===== src/rtl/timeout_scheduler.sv =====
// Retransmit timeout scheduler: per-flow armed bit and deadline, a round-robin
// scan pointer, and a single output slot that hands expired flows downstream.
`ifndef TIME_W
`define TIME_W 16
`endif
`ifndef TIMER_W
`define TIMER_W 8
`endif

module timeout_flow (
  input  logic                clk,
  input  logic                rst_n,
  input  logic [`TIME_W-1:0]  now,
  input  logic                set_hit,
  input  logic [`TIMER_W-1:0] set_amnt,
  input  logic                clr_hit,
  output logic                armed,
  output logic                expired
);
  localparam int TW = `TIME_W;

  logic [TW-1:0] deadline, age;

  always_ff @(posedge clk or negedge rst_n)
    if (!rst_n)       armed <= 1'b0;
    else if (set_hit) armed <= 1'b1;
    else if (clr_hit) armed <= 1'b0;

  always_ff @(posedge clk)
    if (set_hit) deadline <= now + TW'(set_amnt);

  // Modular difference: MSB clear means the deadline is at or behind now.
  assign age     = now - deadline;
  assign expired = armed & ~age[TW-1];
endmodule

module timeout_scheduler #(
  parameter int FLOW_CNT  = 16,
  parameter int FLOW_ID_W = 4
) (
  input  logic                 clk,
  input  logic                 rst_n,
  input  logic [`TIME_W-1:0]   now,
  input  logic                 set_valid,
  input  logic [FLOW_ID_W-1:0] set_fid,
  input  logic [`TIMER_W-1:0]  set_amnt,
  input  logic                 clr_valid,
  input  logic [FLOW_ID_W-1:0] clr_fid,
  output logic                 to_valid,
  output logic [FLOW_ID_W-1:0] to_fid,
  input  logic                 to_ready,
  output logic [FLOW_ID_W:0]   armed_cnt
);
  localparam int CW = FLOW_ID_W + 1;

  typedef enum logic {IDLE, HOLD} slot_t;

  slot_t                state, state_nxt;
  logic [FLOW_ID_W-1:0] ptr, ptr_nxt, fid_nxt;
  logic [FLOW_CNT-1:0]  armed, expired, set_hit, clr_req, clr_hit;
  logic                 slot_free, capture;
  logic [CW-1:0]        pop;

  for (genvar g = 0; g < FLOW_CNT; g++) begin : g_flow
    assign set_hit[g] = set_valid && (set_fid == FLOW_ID_W'(g));
    assign clr_req[g] = clr_valid && (clr_fid == FLOW_ID_W'(g));
    // Capture consumes the timer; set still wins inside the flow.
    assign clr_hit[g] = clr_req[g] || (capture && (ptr == FLOW_ID_W'(g)));

    timeout_flow u_flow (
      .clk      (clk),
      .rst_n    (rst_n),
      .now      (now),
      .set_hit  (set_hit[g]),
      .set_amnt (set_amnt),
      .clr_hit  (clr_hit[g]),
      .armed    (armed[g]),
      .expired  (expired[g])
    );
  end

  // A same-cycle set or clear on the scanned flow suppresses its capture.
  assign slot_free = (state == IDLE) || to_ready;
  assign capture   = slot_free && expired[ptr] && !set_hit[ptr] && !clr_req[ptr];
  assign to_valid  = (state == HOLD);

  always_comb begin
    state_nxt = state;
    ptr_nxt   = ptr;
    fid_nxt   = to_fid;
    if (slot_free) begin
      ptr_nxt   = (ptr == FLOW_ID_W'(FLOW_CNT - 1)) ? '0 : ptr + 1'b1;
      state_nxt = IDLE;
    end
    if (capture) begin
      state_nxt = HOLD;
      fid_nxt   = ptr;
    end
  end

  always_comb begin
    pop = '0;
    for (int i = 0; i < FLOW_CNT; i++) pop = pop + CW'(armed[i]);
  end

  always_ff @(posedge clk or negedge rst_n)
    if (!rst_n) begin
      state     <= IDLE;
      ptr       <= '0;
      to_fid    <= '0;
      armed_cnt <= '0;
    end else begin
      state     <= state_nxt;
      ptr       <= ptr_nxt;
      to_fid    <= fid_nxt;
      armed_cnt <= pop;
    end
endmodule

===== config.mk =====
export PLATFORM = sky130hd
export DESIGN_NAME = timeout_scheduler
export DESIGN_NICKNAME = d
export VERILOG_FILES = /design/src/rtl/timeout_scheduler.sv
export SDC_FILE = /design/constraint.sdc
export NUM_CORES = 1
export LEC_CHECK = 0
export BUFFER_PORTS_ARGS = -buffer_cell sky130_fd_sc_hd__buf_2
export CORE_ASPECT_RATIO = 1.1
export CORE_UTILIZATION = 40
export CTS_CLUSTER_DIAMETER = 60
export DETAILED_ROUTE_END_ITERATION = 10
export MAX_ROUTING_LAYER = met4
export PLACE_DENSITY = 0.58
export SYNTH_ARGS = -nofsm -noshare
export SYNTH_HDL_FRONTEND = slang
export SYNTH_SLANG_ARGS = --single-unit

===== constraint.sdc =====
create_clock -name clk -period 9.9 [get_ports clk]
set_input_delay 0.99 -clock clk [delete_from_list [all_inputs] [get_ports clk]]
set_output_delay 0.99 -clock clk [all_outputs]
set_load 0.01 [all_outputs]

=== Word level (Yosys, flattened, before mapping) ===
Cells that the tools add are included.

* Magnitude comparators: 1
* Equality and inequality tests: 45
* Muxes and demuxes: 41
* $add $sub $neg: 33
* Reductions and logical operators: 90
* Bitwise gates (word level): 33

{| class="wikitable"
|+ Operators with widths
! operator !! number
|-
| $sub 16x16->16 || 16
|-
| $eq 4x4->1 const B || 24
|-
| $add 5x1->5 || 11
|-
| $logic_and 1x1->1 || 51
|-
| $eq 4x3->1 const B || 12
|-
| $mux 1 || 37
|-
| $reduce_bool 2->1 || 17
|-
| $eq 4x2->1 const B || 6
|-
| $logic_or 1x1->1 || 17
|-
| $not 1->1 || 17
|-
| $add 16x8->16 || 1
|-
| $and 1x1->1 || 16
|-
| $bmux 1 s4 || 3
|-
| $eq 4x1->1 const B || 3
|-
| $logic_not 4->1 || 3
|-
| $add 4x1->5 || 1
|-
| $lt 4x5->1 const B || 1
|-
| $add 3x1->4 || 1
|-
| $add 4x1->4 const B || 1
|-
| $mux 4 || 1
|-
| $add 2x1->3 || 1
|-
| $add 1x1->2 || 1
|-
| $logic_not 1->1 || 2
|}

* Bits in registers: 286
* Output and inout port bits: 10
* Input bits: 37
* Logic and storage cells: 279

=== Longest topological paths before layout ===
* Word-level depth: 15
* Gate-level depth with buffers: 12
* Gate-level depth less buffers: 12

=== By module ===
From an unflattened synthesis, not the netlist that was laid out.

* Cells, all modules: 2496
* Area, all modules: 24299.6 um^2

{| class="wikitable"
|+ By module, submodules not included
! module !! sequential area each (um^2) !! times used !! area an instance (um^2) !! cells an instance
|-
| timeout_flow at g_flow[0].u_flow ... || 505.5 || 15 || 1410.1 || 144
|-
| timeout_scheduler || 350.3 || 1 || 1740.4 || 193
|-
| timeout_flow at g_flow[15].u_flow || 505.5 || 1 || 1407.6 || 143
|}

=== Worst setup path before layout ===
Ideal clock, no wire load.

* Path type: input-to-reg
* Start: in set_fid[2]
* End: reg to_fid[0]
* Buffers on the path: 0
* Library setup time: 0.125 ns
* Cell stages on the path: 9
* Slack: 6.136 ns
* Data arrival time: 3.639 ns
* Data required time: 9.775 ns
* Cell sequence: nand3b_2 -> nor3_1 -> a211o_1 -> a32oi_1 -> o2111a_2 -> nand4_4 -> nor4_4 -> nand3_4 -> mux2_4

* Longest elaborated chain between the ends: 7
* Elaborated cells between the ends (all ways): 37

{| class="wikitable"
|+ Ends and longest elaborated chain
! what !! RTL line !! source
|-
| start: declaration || 45 || <nowiki>input logic [FLOW_ID_W-1:0] set_fid,</nowiki>
|-
| $eq 4x4->1 || 65 || <nowiki>assign set_hit[g] = set_valid && (set_fid == FLOW_ID_W'(g));</nowiki>
|-
| $logic_and 1x1->1 || 65 ||
|-
| named net g_flow[8].u_flow.set_hit || 14 || <nowiki>input logic set_hit,</nowiki>
|-
| $bmux 1 s4 || 84 || <nowiki>assign capture = slot_free && expired[ptr] && !set_hit[ptr] && !clr_req[ptr];</nowiki>
|-
| $mux 1 (not written as such) || 84 ||
|-
| $logic_not 1->1 || 84 ||
|-
| $logic_and 1x1->1 (2 in a row) || 84 ||
|-
| end signal: assignment || 115 || <nowiki>to_fid <= fid_nxt;</nowiki>
|-
| end: declaration || 50 || <nowiki>output logic [FLOW_ID_W-1:0] to_fid,</nowiki>
|}

The timed path passes the listed nets, and every way through them passes these cells. The select of a mux whose other input is x is not followed.
A chain may end at the register's enable or synchronous reset.

=== Final worst setup path ===
* Start: in now[2]
* End: reg to_fid[0]

* Longest elaborated chain between the ends: 8
* Elaborated cells between the ends (all ways): 53

{| class="wikitable"
|+ Ends and longest elaborated chain
! what !! RTL line !! source
|-
| start: declaration || 43 || <nowiki>input logic [`TIME_W-1:0] now,</nowiki>
|-
| $sub 16x16->16 || 33 || <nowiki>assign age = now - deadline;</nowiki>
|-
| $not 1->1 || 34 || <nowiki>assign expired = armed & ~age[TW-1];</nowiki>
|-
| $and 1x1->1 || 34 ||
|-
| $bmux 1 s4 * || 84 ||
|-
| $mux 1 (not written as such) * || 84 ||
|-
| $logic_and 1x1->1 * (3 in a row) || 84 ||
|}

Every way passes the cells marked *; elsewhere a longest branch is shown, timed or not. The select of a mux whose other input is x is not followed.

==> run metrics <==
status=finished, final reports clean; DRT Wirelength=44,510 microns; internal power=0.002766 W; DR pass1 iterations=7; ys flop type=edfxtp_1; Area Growth Syn to Fin=13.01%; post-synth top area share=46.61%; commonest non-fill, non-tap cells in the layout=inv_1 (258), edfxtp_1 (256), ha_1 (241), a21oi_1 (101), nand2_1 (90); Starting DRT DRC Count=828; most common cell after layout, fill and taps aside=inv_1; Final Hold Viols=0; proportion of layout cells with a drive suffix above 1=10.01%; Pwr Density=221.1 nW/um^2; crit path launch type=input port; Ports=47; Synth Register Bits=286; clock sinks=286; die area=42,050 sq um; largest net degree at the start of global routing=31; Final setup viols=0; post-route ant nets=0; sw power=0.001356 W; Max clock buf depth=3; slowest cell delay on critical path=0.72 ns; fin. max-slew vios=0; Post-Syn Area per Cell=11.48 sq um; clock latency on the worst-skew pair=0.53 ns; DRC violations left=0; Unique masters post-synth=73; Final min period=4.307 ns; worst slew margin relative to its limit=15.14%; post-synthesis compound-gate area fraction=10.33%; CTS H-Tree Depth=2; power share of the sequential group=37.2%; CORE AREA=40,460 sq um; slowest library cell on the worst path=a211oi_1; Ant. Diodes=0; Max Freq=232.2 MHz; cts bufs inserted=34; DR vias/cell=5.489; CP Class=in2reg; combinational power share=32.3%; Hold Buf Count CTS=0; Post-DP HPWL=31,210 microns; Critical Path RT=10.30 ns; # fillers=3,739; initial antenna violation count=0; Root Buffer=clkbuf_16; async set-reset flop share out of synthesis=10.49%; first-pass GRT wire length=67,230 microns; XOR/XNOR share of the synthesized area=2.018%; VDD IR max=306.8 uV; final critical-path share of the clock period=43.51%; Chip Width=195.6 microns; Initial Util=40.76%; Synth Area in Simple Gates=9.793%; post-CTS resize count=0; Worst Path Arrival=4.71 ns; top cells by area, synth=edfxtp_1 (47%), ha_1 (18%), inv_1 (5.9%); port bufs=46; CTS tree=yes; Syn Inst Count=1,437; largest family of logic cells by synthesized area=adder cells; MaxCap Viol Count=0; gpl congestion=0.9578; Worst Max-Slew Pin Slew=1.272 ns; Congestion Overflow GR=0; Hold Path Class=in2async; YS warnings=0; mapped cell area=16,490 sq um; Post-CTS Setup Inserts=0; clock slew at reported path FFs=0.06 ns; cell taking the most area after synthesis=edfxtp_1; kind of end point of the critical path=flip-flop; fin nets=1,822; Clock Power Share=30.5%; hold slack=0.5094 ns; WL/cell=21.49 microns; number of global-route vias before repair=11,337; Adder-Cell Fraction of Synth Area=19.62%; GR Util All Layers=22.22%; Max Clock Skew=0.02017 ns; Sw Share=32.90%; RSZ-0062 raised after global routing=no; FP Rows=77; Die H=215.0 microns; sequential-to-total area share from yosys stat=51.16%; post-synthesis mux area share=0.8648%; CP Cell Sequence=buf_2 -> ha_1 -> a21o_1 -> a31oi_1 -> o21ai_0 -> a211oi_1 -> xnor2_1 -> a221oi_1 -> nor4_4 -> nand3_4 -> mux2_4; number of flops mapped to enable cells by yosys=256; leakage=8.161 nW; routed vias=11,367; post-synthesis net count=1,726; final setup TNS=0 ns; crit-path max FO=17
-- sequential cells by signal, summed over array words and instances (netlist names) --
register / cells
g_flow.u_flow.armed: 16
armed_cnt: 5
g_flow.u_flow.deadline: 256
to_fid: 4
ptr: 4
to_valid: 1
-- cell type report --
| class | instances | area [sq um] | share of cell area, % |
|---|---|---|---|
| sequential | 286 | 8438 | 45.27 |
| multi-input combinational | 881 | 7063 | 37.89 |
| inverter | 260 | 975.9 | 5.236 |
| clock buffer | 43 | 948.4 | 5.088 |
| tap | 513 | 641.9 | 3.443 |
| timing repair buffer | 70 | 410.4 | 2.202 |
| clock inverter | 18 | 162.7 | 0.8726 |
-- metal layers --
layer  up-vias  track usage, %  part of all wire (%)
met1      5591           28.33                    44
li1       5359               -                     -
met4         0           11.08                   5.0
met5         -               -                     0
met2       318           34.54                    46
met3        99           3.264                   5.5
-- metrics by stage --
stage                     utilization [%]  power [W]  setup slack, ns  area, sq um  std cells
after global placement              43.32   0.002887            5.104        17530       2010
after global routing                46.07   0.004397            5.434        18640       2071
final                               46.07   0.004121            5.593        18640       2071
after floorplan                         -   0.002499            6.136        16490       1437
after detailed placement            43.32   0.002903            5.072        17530       2010
after CTS                           46.07   0.004171            5.602        18640       2071
-- critical path, delay by kind of cell --
kind / cells / cell delay (ns)
AO/OA/AOI/OAI: 5 / 1.60
XOR/XNOR: 1 / 0.28
multiplexers: 1 / 0.35
AND/OR/NAND/NOR: 2 / 0.76
adder cells (fa/ha/maj): 1 / 0.33
buffers and inverters: 1 / 0.39
-- kinds of logic after synthesis --
logic type / Yosys count
XOR/XNOR: 38
AND/OR/NAND/NOR: 307
multiplexers: 11
AO/OA/AOI/OAI: 273
adder cells (fa/ha/maj): 252
buffers and inverters: 270
flip-flops: 286
-- synthesized netlist by cell type (19+ instances only) --
cell	number
a21o_1	22
a21oi_1	101
dfrtp_1	30
edfxtp_1	256
ha_1	241
inv_1	258
nand2_1	90
nand3_1	26
nand4_1	44
nor2_1	49
nor2b_1	19
o21ai_0	55
xnor2_1	27
-- worst paths after layout --
path,start,to,slack (ns),cells past startpoint
setup / recovery,now[2],to_fid[0]$_DFFE_PN0P_,5.59,11
hold / removal,rst_n,armed_cnt[3]$_DFF_PN0_,0.51,1
setup reg to reg,g_flow[1].u_flow.deadline[2]$_DFFE_PP_,to_fid[0]$_DFFE_PN0P_,6.15,11
hold reg to reg,to_fid[2]$_DFFE_PN0P_,to_fid[2]$_DFFE_PN0P_,0.52,1
max in group asynchronous,rst_n,armed_cnt[1]$_DFF_PN0_,8.94,1
min in group clk,to_fid[2]$_DFFE_PN0P_,to_fid[2]$_DFFE_PN0P_,0.52,1
-- power groups by stage --
stage / clock (W) / combinational (W) / sequential [W]
finish: 0.00126 / 0.00133 / 0.00153
global route: 0.00133 / 0.00153 / 0.00154
CTS: 0.00128 / 0.00136 / 0.00153
detailed placement: 0 / 0.00135 / 0.00156
global placement: 0 / 0.00133 / 0.00156
floorplan: 0 / 0.000972 / 0.00153
Note: power is estimated with default switching activity, not from simulation.
